$ cat src/rtl/game_pkg.sv
// Shared encodings and helpers for the game sequencer slice.
// Pure declarations; no timing, no flow control.
// Not applicable: this file holds no storage.
package game_pkg;

    localparam logic [1:0] ST_IDLE      = 2'b00;
    localparam logic [1:0] ST_PLAYING   = 2'b01;
    localparam logic [1:0] ST_HIT       = 2'b10;
    localparam logic [1:0] ST_GAME_OVER = 2'b11;

    localparam int SCORE_W = 16;
    localparam int LANE_W  = 3;
    localparam int SPEED_W = 3;

    typedef enum logic [1:0] {
        S_IDLE      = ST_IDLE,
        S_PLAYING   = ST_PLAYING,
        S_HIT       = ST_HIT,
        S_GAME_OVER = ST_GAME_OVER
    } state_t;

    // Fibonacci LFSR, taps 16,14,13,11.
    function automatic logic [15:0] lfsr_next(input logic [15:0] s);
        return {s[14:0], s[15] ^ s[13] ^ s[12] ^ s[10]};
    endfunction

    // Frames between spawns at a given speed, never below 8.
    function automatic logic [7:0] spawn_interval(input int base, input logic [SPEED_W-1:0] spd);
        int v;
        v = base - 8 * int'(spd);
        if (v < 8) v = 8;
        return 8'(v);
    endfunction

endpackage

$ cat src/rtl/bcd_counter4.sv
// 4-digit saturating BCD score counter with a level-up lookahead flag.
// Latency: score updates the cycle after i_inc; o_level_up is combinational from state.
// No backpressure: i_inc is accepted every cycle, ignored once 9999 is reached.
module bcd_counter4
    import game_pkg::*;
#(
    parameter int LEVEL_POINTS = 10
) (
    input  logic               i_clk,
    input  logic               i_rst_n,
    input  logic               i_inc,
    input  logic               i_clr,
    output logic [SCORE_W-1:0] o_score,
    output logic               o_level_up
);

    localparam int LW = $clog2(LEVEL_POINTS + 1);

    logic [SCORE_W-1:0] r_score;
    logic [LW-1:0]      r_lvl;
    logic [SCORE_W-1:0] w_next;
    logic               w_sat;
    logic               w_lvl_wrap;

    always_comb begin
        logic carry;
        w_next = r_score;
        carry  = 1'b1;
        for (int i = 0; i < 4; i++) begin
            if (carry) begin
                if (r_score[4*i +: 4] == 4'd9) begin
                    w_next[4*i +: 4] = 4'd0;
                end else begin
                    w_next[4*i +: 4] = r_score[4*i +: 4] + 4'd1;
                    carry            = 1'b0;
                end
            end
        end
    end

    assign w_sat      = (r_score == 16'h9999);
    // r_lvl tracks score mod LEVEL_POINTS so no BCD-to-binary divide is needed.
    assign w_lvl_wrap = (r_lvl == LW'(LEVEL_POINTS - 1));
    assign o_level_up = w_lvl_wrap && !w_sat;
    assign o_score    = r_score;

    always_ff @(posedge i_clk or negedge i_rst_n) begin
        if (!i_rst_n) begin
            r_score <= '0;
            r_lvl   <= '0;
        end else if (i_clr) begin
            r_score <= '0;
            r_lvl   <= '0;
        end else if (i_inc && !w_sat) begin
            r_score <= w_next;
            r_lvl   <= w_lvl_wrap ? '0 : r_lvl + LW'(1);
        end
    end

endmodule

$ cat src/rtl/game_sequencer.sv
// Frame-level game controller: IDLE/PLAYING/HIT/GAME_OVER flow, motion ticks, spawns, score.
// Latency: all outputs registered, pulses appear the cycle after the vsync rising edge.
// No backpressure: inputs are sampled every cycle, outputs are fire-and-forget pulses/levels.
module game_sequencer
    import game_pkg::*;
#(
    parameter int          LIVES_INIT   = 3,
    parameter int          HIT_FRAMES   = 60,
    parameter int          SCORE_FRAMES = 30,
    parameter int          LEVEL_POINTS = 10,
    parameter int          SPEED_MAX    = 7,
    parameter int          SPAWN_BASE   = 64,
    parameter int          NUM_LANES    = 6,
    parameter logic [15:0] LFSR_SEED    = 16'hACE1
) (
    input  logic               i_clk_100MHz,
    input  logic               i_reset,
    input  logic               i_vsync,
    input  logic               i_key_start,
    input  logic               i_collision,
    output logic               o_frame_tick,
    output logic               o_spawn,
    output logic [LANE_W-1:0]  o_spawn_lane,
    output logic [SPEED_W-1:0] o_speed,
    output logic [1:0]         o_lives,
    output logic [SCORE_W-1:0] o_score,
    output logic [1:0]         o_game_state
);

    localparam int FCW = $clog2(SCORE_FRAMES + 1);
    localparam int HCW = $clog2(HIT_FRAMES + 1);

    state_t             r_state, w_state_nxt;
    logic               r_vsync_q, r_key_q, r_key_armed;
    logic [15:0]        r_lfsr;
    logic [FCW-1:0]     r_frame_cnt, w_frame_cnt_nxt;
    logic [7:0]         r_spawn_cnt, w_spawn_cnt_nxt;
    logic [HCW-1:0]     r_hit_cnt, w_hit_cnt_nxt;
    logic               r_col_latch, w_col_nxt;
    logic [SPEED_W-1:0] r_speed, w_speed_nxt;
    logic [1:0]         r_lives, w_lives_nxt;
    logic               r_frame_tick, w_tick_nxt;
    logic               r_spawn, w_spawn_nxt;
    logic [LANE_W-1:0]  r_spawn_lane, w_lane_nxt;

    logic               w_fe, w_se, w_col_pend, w_level_up;
    logic               w_score_inc, w_score_clr;
    logic [LANE_W-1:0]  w_lane;
    logic [7:0]         w_interval;

    // Armed only after the key has been seen released, so a key held through reset cannot start a game.
    assign w_fe       = i_vsync & ~r_vsync_q;
    assign w_se       = i_key_start & ~r_key_q & r_key_armed;
    assign w_col_pend = r_col_latch | (i_collision & (r_state == S_PLAYING));
    assign w_lane     = LANE_W'(int'(r_lfsr[2:0]) % NUM_LANES);
    assign w_interval = spawn_interval(SPAWN_BASE, r_speed);

    always_comb begin
        w_state_nxt     = r_state;
        w_frame_cnt_nxt = r_frame_cnt;
        w_spawn_cnt_nxt = r_spawn_cnt;
        w_hit_cnt_nxt   = r_hit_cnt;
        w_col_nxt       = r_col_latch;
        w_speed_nxt     = r_speed;
        w_lives_nxt     = r_lives;
        w_tick_nxt      = 1'b0;
        w_spawn_nxt     = 1'b0;
        w_lane_nxt      = r_spawn_lane;
        w_score_inc     = 1'b0;
        w_score_clr     = 1'b0;

        unique case (r_state)
            S_IDLE: begin
                w_score_clr = 1'b1;
                w_speed_nxt = SPEED_W'(1);
                w_lives_nxt = 2'(LIVES_INIT);
                w_col_nxt   = 1'b0;
                if (w_se) begin
                    w_state_nxt     = S_PLAYING;
                    w_frame_cnt_nxt = '0;
                    w_spawn_cnt_nxt = w_interval;
                    w_hit_cnt_nxt   = '0;
                end
            end
            S_PLAYING, S_HIT: begin
                w_col_nxt = w_col_pend;
                if (w_fe) begin
                    w_tick_nxt = 1'b1;
                    w_col_nxt  = 1'b0;
                    if (r_frame_cnt == FCW'(SCORE_FRAMES - 1)) begin
                        w_frame_cnt_nxt = '0;
                        w_score_inc     = 1'b1;
                        if (w_level_up && (r_speed < SPEED_W'(SPEED_MAX)))
                            w_speed_nxt = r_speed + SPEED_W'(1);
                    end else begin
                        w_frame_cnt_nxt = r_frame_cnt + FCW'(1);
                    end
                    if (r_spawn_cnt == 8'd0) begin
                        w_spawn_nxt     = 1'b1;
                        w_lane_nxt      = w_lane;
                        w_spawn_cnt_nxt = w_interval - 8'd1;
                    end else begin
                        w_spawn_cnt_nxt = r_spawn_cnt - 8'd1;
                    end
                    // A fatal hit still lets this frame's score and spawn updates land.
                    if ((r_state == S_PLAYING) && w_col_pend) begin
                        w_lives_nxt   = r_lives - 2'd1;
                        w_hit_cnt_nxt = '0;
                        w_state_nxt   = (r_lives == 2'd1) ? S_GAME_OVER : S_HIT;
                    end else if (r_state == S_HIT) begin
                        if (r_hit_cnt == HCW'(HIT_FRAMES - 1)) begin
                            w_hit_cnt_nxt = '0;
                            w_state_nxt   = S_PLAYING;
                        end else begin
                            w_hit_cnt_nxt = r_hit_cnt + HCW'(1);
                        end
                    end
                end
            end
            S_GAME_OVER: begin
                w_col_nxt = 1'b0;
                if (w_se) begin
                    w_state_nxt = S_IDLE;
                    w_score_clr = 1'b1;
                    w_speed_nxt = SPEED_W'(1);
                    w_lives_nxt = 2'(LIVES_INIT);
                end
            end
            default: w_state_nxt = S_IDLE;
        endcase
    end

    always_ff @(posedge i_clk_100MHz or negedge i_reset) begin
        if (!i_reset) begin
            r_state      <= S_IDLE;
            r_vsync_q    <= 1'b0;
            r_key_q      <= 1'b0;
            r_key_armed  <= 1'b0;
            r_lfsr       <= LFSR_SEED;
            r_frame_cnt  <= '0;
            r_spawn_cnt  <= '0;
            r_hit_cnt    <= '0;
            r_col_latch  <= 1'b0;
            r_speed      <= SPEED_W'(1);
            r_lives      <= 2'(LIVES_INIT);
            r_frame_tick <= 1'b0;
            r_spawn      <= 1'b0;
            r_spawn_lane <= '0;
        end else begin
            r_state      <= w_state_nxt;
            r_vsync_q    <= i_vsync;
            r_key_q      <= i_key_start;
            r_key_armed  <= r_key_armed | ~i_key_start;
            r_lfsr       <= lfsr_next(r_lfsr);
            r_frame_cnt  <= w_frame_cnt_nxt;
            r_spawn_cnt  <= w_spawn_cnt_nxt;
            r_hit_cnt    <= w_hit_cnt_nxt;
            r_col_latch  <= w_col_nxt;
            r_speed      <= w_speed_nxt;
            r_lives      <= w_lives_nxt;
            r_frame_tick <= w_tick_nxt;
            r_spawn      <= w_spawn_nxt;
            r_spawn_lane <= w_lane_nxt;
        end
    end

    bcd_counter4 #(
        .LEVEL_POINTS (LEVEL_POINTS)
    ) u_bcd (
        .i_clk      (i_clk_100MHz),
        .i_rst_n    (i_reset),
        .i_inc      (w_score_inc),
        .i_clr      (w_score_clr),
        .o_score    (o_score),
        .o_level_up (w_level_up)
    );

    assign o_frame_tick = r_frame_tick;
    assign o_spawn      = r_spawn;
    assign o_spawn_lane = r_spawn_lane;
    assign o_speed      = r_speed;
    assign o_lives      = r_lives;
    assign o_game_state = r_state;

endmodule

$ cat config.mk
export PLATFORM = sky130hd
export DESIGN_NAME = game_sequencer
export DESIGN_NICKNAME = d
export VERILOG_FILES = /design/src/rtl/game_pkg.sv /design/src/rtl/bcd_counter4.sv /design/src/rtl/game_sequencer.sv
export SDC_FILE = /design/constraint.sdc
export NUM_CORES = 1
export LEC_CHECK = 0
export ABC_AREA = 1
export CORE_ASPECT_RATIO = 1.75
export CORE_MARGIN = 3
export CORE_UTILIZATION = 40
export DETAILED_ROUTE_END_ITERATION = 6
export GPL_TIMING_DRIVEN = 0
export PLACE_DENSITY = 0.67
export SYNTH_ARGS = -nofsm -noshare
export SYNTH_HDL_FRONTEND = slang
export SYNTH_HIERARCHICAL = 1
export SYNTH_SLANG_ARGS = --single-unit
export TNS_END_PERCENT = 10
$ cat constraint.sdc
create_clock -name i_clk_100MHz -period 3.3 [get_ports i_clk_100MHz]
set_input_delay 0.825 -clock i_clk_100MHz [delete_from_list [all_inputs] [get_ports i_clk_100MHz]]
set_output_delay 0.825 -clock i_clk_100MHz [all_outputs]
set_load 0.02 [all_outputs]
[Word-level counts from Yosys, hierarchy flattened]
Index checks and enable logic that the tools add are counted.
W data, S select, Z words.
Cells by class
  magnitude comparators: 2
  reductions and logical operators: 23
  divide/modulo/power cells: 1
  bitwise operators: 12
  equality and inequality tests: 20
  mux-type cells: 61
  add/subtract/negate cells: 12
Operators with widths (number)
  $mux W4: 10
  $mod A4 B4 Y32 const B: 1
  $mux W16: 2
  $mux W8: 4
  $mux W6: 5
  $add A4 B1 Y4 const B: 5
  $eq A4 B4 Y1 const B: 5
  $mux W2: 9
  $eq A16 B16 Y1 const B: 1
  $mux W1: 16
  $pmux W8 S2: 1
  $sub A8 B1 Y8 const B: 2
  $mux W5: 3
  $mux W3: 4
  $ne A2 B2 Y1 const B: 6
  $pmux W2 S3: 2
  $pmux W6 S2: 1
  $pmux W5 S2: 1
  $reduce_bool A2 Y1: 5
  $pmux W3 S3: 1
  $reduce_and A3 Y1: 3
  $logic_not A8 Y1: 1
  $lt A8 B5 Y1 const B: 1
  $reduce_and A4 Y1: 2
  22 further kinds: 40
Storage, ports and cells
  flip-flop bits (word level): 71
  logic and storage cells: 150
  input bits: 5
  output and inout bits: 28

[Logic depth before layout (Yosys ltp)]
  depth in word-level cells: 8
  gate-level depth with buffers: 14
  gate-level depth less buffers: 14

[Modules after synthesis]
Netlist, hierarchy kept.
By module, submodules not included
  game_sequencer: cells an instance 284, sequential area each 1290.0 um^2, times used 1, area an instance 2541.2 um^2
  bcd_counter4: cells an instance 156, sequential area each 500.5 um^2, times used 1, area an instance 1268.7 um^2

[Worst setup path after synthesis]
No wires, ideal clock.
  kind: reg-to-reg
  start: reg r_state[0] (netlist: o_game_state[0])
  end: reg u_bcd.r_score[12] (netlist: u_bcd/o_score[12])
  data arrival time: 2.411 ns
  setup time: 0.118 ns
  clock period less this slack: 2.528 ns
  required time: 3.182 ns
  buffers on the path: 3
  slack: 0.772 ns
  stages on the path, launching flop included: 13
  cell sequence: dfrtp_1 inv_1 ha_1 buf_6 buf_2 o31ai_1 inv_2 buf_6 nand2_1 and3_4 nand2_2 nand2_1 nand2_1
On the way
  elaborated cells between the ends (all ways): 12
RTL lines
  from (decl): RTL line game_sequencer.sv:33  | state_t r_state, w_state_nxt;
  from (signal assigned): RTL line game_sequencer.sv:150  | r_state <= w_state_nxt;
  $eq A2 B2 Y1 / $logic_not A2 Y1 (equally long branches): RTL line game_sequencer.sv:72  | unique case (r_state)
  $pmux W1 S2 *: RTL line game_sequencer.sv:72
  net w_score_clr: RTL line game_sequencer.sv:47  | logic w_score_inc, w_score_clr;
  $reduce_bool A2 Y1 (no source line)
  $reduce_and A2 Y1 (no source line)
  to (signal assigned): RTL line bcd_counter4.sv:55  | r_score <= w_next;
  to (decl): RTL line bcd_counter4.sv:19  | logic [SCORE_W-1:0] r_score;
Mark *: on every way through the listed nets, which the timed path passes. The rest lies on a longest branch.
A chain may end at the register's enable or synchronous reset.

[Worst setup path in the final report]
  start: reg r_state[0] (netlist: o_game_state[0])
  end: reg u_bcd.r_score[14] (netlist: u_bcd/o_score[14])
Same word-level chain as after synthesis.

==> impl_metrics.py <==
metrics = {
    "synthesis": {
        "synth_area_mm2": 0.00381,
        "yosysWarningCount": 6,
        "ys_ff_latch": 71,
        "syn-num-nets": 466,
        "synthCells": 440,
        "synth_cell_types": 40,
        "syn_area_per_cell_um2": 8.66,
        "yosysSeqAreaShare_pct": 47.0,
    },
    "floorplanning": {
        "row_count": 46,
        "initial_utilization_pct": 41.6,
        "die_w_um": 79.8,
        "die_area_mm2": 0.0108,
        "io_pins": 33,
        "die_y_um": 135,
        "core_area_mm2": 0.00915,
    },
    "route": {
        "ant_nets": 0,
        "vias": 3028,
        "drt_iter0_drc": 168,
        "viasPerCell": 4.98,
        "drc": 0,
        "drt-wirelength-per-cell_um": 12.9,
        "drt_first_pass_iters": 4,
        "totalWireLength_um": 7860,
    },
    "timing": {
        "setup_viol": 0,
        "slew_headroom_pct": 41.7,
        "tightest_slew_ns": 0.874,
        "period_share_pct": 87.2,
        "setup_tns_ns": 0,
        "finalCriticalPeriod_ns": 2.88,
        "fmax_mhz": 348,
        "skew_ns": 0.00606,
        "rsz0062_at_grt": "false",
        "maxSlewViolCount": 0,
        "hold_viol_final": 0,
    },
    "grt": {
        "grt_pass1_wl_um": 13500,
        "grt.total_usage_pct": 16.0,
        "antenna_found_initial": 0,
        "grt_pass1_vias": 2954,
        "overflow": 0,
        "grt_max_degree": 72,
    },
    "clock_network": {
        "hold_buffers": 0,
        "root_buffer": "clkbuf_16",
        "clock-sinks": 71,
        "path_clk_slew_ns": 0.06,
        "postCtsSetupBuffers": 0,
        "numCtsBuffers": 9,
        "cts.path.max_buffers": 2,
        "htreeDepth": 3,
        "clock_latency_ns": 0.34,
        "cts_resized": 0,
        "cts_tree": "yes",
    },
    "cells_and_area": {
        "finalNetCount": 509,
        "drive_above_1_share_pct": 14.3,
        "syn_to_final_growth_pct": 20.3,
        "diodes": 0,
        "post_layout_nonfiller_instances": 608,
        "final_util_pct": 50.1,
        "final.fill_count": 878,
    },
    "place": {
        "dp_hpwl_um": 5760,
        "post-place-cells": 592,
        "portBuffers": 32,
        "gp_congestion": 0.873,
    },
    "worst_setup_path": {
        "arrival_ns": 3.10,
        "cp-end-kind": "register",
        "cpLargestDelayFamily": "buffers and inverters",
        "crit_fanout": 10,
        "start_kind": "register",
        "crit_buf_inv": 5,
        "rrSetupSlack_ns": 0.42,
        "required_ns": 3.52,
        "crit_slowest_cell": "o31ai_1",
        "cp_slowest_stage_delay_ns": 0.69,
        "path_cells": "inv_1 > ha_1 > buf_6 > buf_2 > o31ai_1 > inv_2 > buf_6 > nand2_1 > and3_4 > nand2_2 > nand2_1 > nand2_1",
        "crit_path_frequent_cell": "nand2_1",
        "critical_path_class": "register to register",
    },
    "power_and_ir_drop": {
        "ir_drop_mv": 0.399,
        "p_per_area_mw_per_mm2": 870,
        "p_int_mw": 2.32,
        "swShare_pct": 41.8,
        "power_mw": 3.99,
        "p_sw_mw": 1.67,
        "p_comb_share_pct": 43.4,
        "p_leak_nw": 2.22,
        "power_frac_seq_pct": 31.9,
        "pwr-share-clk_pct": 24.7,
    },
    "status": {
        "outcome": "completed",
    },
    "flow_run": {
        "cap_violations": 0,
    },
    "worst_hold_path": {
        "hold_path_class": "register to register",
    },
}
## kinds of logic (layout without fill, tap and decap cells)
kind of cell | count (synthesis) | count (layout) | share of synthesized area [%]
buffers and inverters | 63 | 111 | 7.78
xor gates and xnor gates | 16 | 16 | 3.68
DFF | 71 | 71 | 47.0
adders and majority gates | 21 | 21 | 6.90
AOI/OAI and AO/OA | 49 | 49 | 7.85
and+or+nand+nor | 220 | 220 | 26.8
## path summary, 6_finish.rpt
path / from / cells past startpoint / to
worst max-delay path: o_game_state[0] / 12 / u_bcd/o_score[14]
worst min register to register: r_lfsr[8] / 0 / r_lfsr[9]
min in group asynchronous: i_reset / 1 / r_lfsr[14]
worst min-delay path: r_lfsr[8] / 0 / r_lfsr[9]
worst max register to register: o_game_state[0] / 12 / u_bcd/o_score[14]
max in group asynchronous: i_reset / 1 / r_key_q
## state kept, by name, summed over array words and instances, names as in the netlist, 2 cells and up
register / flops
o_game_state: 2
o_lives: 2
o_spawn_lane: 3
o_speed: 3
r_frame_cnt: 5
r_hit_cnt: 6
r_lfsr: 16
r_spawn_cnt: 8
u_bcd/o_score: 16
u_bcd/r_lvl: 4
## per-stage QoR
step / hold slack (ns) / setup WS [ns] / cell area, um^2
2_1_floorplan: 0.331 / 0.772 / 3810
4_1_cts: 0.353 / 0.439 / 4580
6_report: 0.350 / 0.423 / 4580
3_5_place_dp: 0.343 / 0.0974 / 4280
3_3_place_gp: 0.338 / -1.04 / 4280
5_1_grt: 0.354 / 0.224 / 4580
## worst register-to-register path, stage by stage (launching register included)
cell	delay, ns
dfrtp_1	0.44
inv_1	0.11
ha_1	0.31
buf_6	0.15
buf_2	0.19
o31ai_1	0.69
inv_2	0.08
buf_6	0.17
nand2_1	0.17
and3_4	0.25
nand2_2	0.08
nand2_1	0.06
nand2_1	0.05
## layout by cell type, fill, tap and decap left out, drive strengths merged, types with 7 or more instances in the layout
master         synthesis  layout
dfstp                 11      11
a21oi                 16      16
o21ai                 24      24
nor2                  42      42
inv                   56      57
nand2                119     119
nand3                 37      37
dfrtp                 60      60
xnor2                  7       7
buf                    7       8
ha                    21      21
clkbuf                 0       9
xor2                   9       9
clkdlybuf4s50          0      31
nor3                  11      11
## cell usage after synthesis (all sizes together)
library cell	count	share of area (%)
o21a	1	0.20
and3	2	0.46
xor2	9	2.1
a21boi	1	0.20
o21ai	24	3.7
nand2	119	13
or2	2	0.39
nor3	11	1.4
dfrtp	60	39
buf	7	2.1
nand4	3	0.49
ha	21	6.9
nand3	37	5.1
a21oi	16	2.3
nor3b	3	0.72
dfstp	11	7.6
o22ai	3	0.49
inv	56	5.6
nand3b	1	0.20
nor2	42	5.0
xnor2	7	1.6
o31ai	4	0.92
## metal layers
layer / up-vias / part of all wire, % / routed length (um) / GRT usage, %
li1: 1495 / - / - / -
met1: 1459 / 40 / 3120 / 17.1
met2: 54 / 54 / 4220 / 29.3
met3: 20 / 3.5 / 276 / 3.60
met4: 0 / 3.1 / 242 / 7.33
met5: - / 0 / 0 / 0
## area by class of cell
cell class | instances | area, um^2 | share of cell area [%]
Sequential cell | 71 | 1790 | 39.1
Multi-Input combinational cell | 306 | 1720 | 37.6
Timing Repair Buffer | 32 | 318 | 6.93
Clock buffer | 9 | 225 | 4.91
Inverter | 56 | 215 | 4.69
Tap cell | 120 | 150 | 3.28
Clock inverter | 7 | 81.3 | 1.77
Buffer | 7 | 81.3 | 1.77
## power by group through the flow
stage | clock network [mW] | registers, mW | logic [mW]
final | 0.983 | 1.27 | 1.73
after detailed placement | 0 | 1.29 | 1.74
after global placement | 0 | 1.28 | 1.69
after floorplan | 0 | 1.33 | 1.19
after global routing | 1.05 | 1.31 | 1.96
after CTS | 1.01 | 1.27 | 1.75
(Power assumes the default switching activity.)
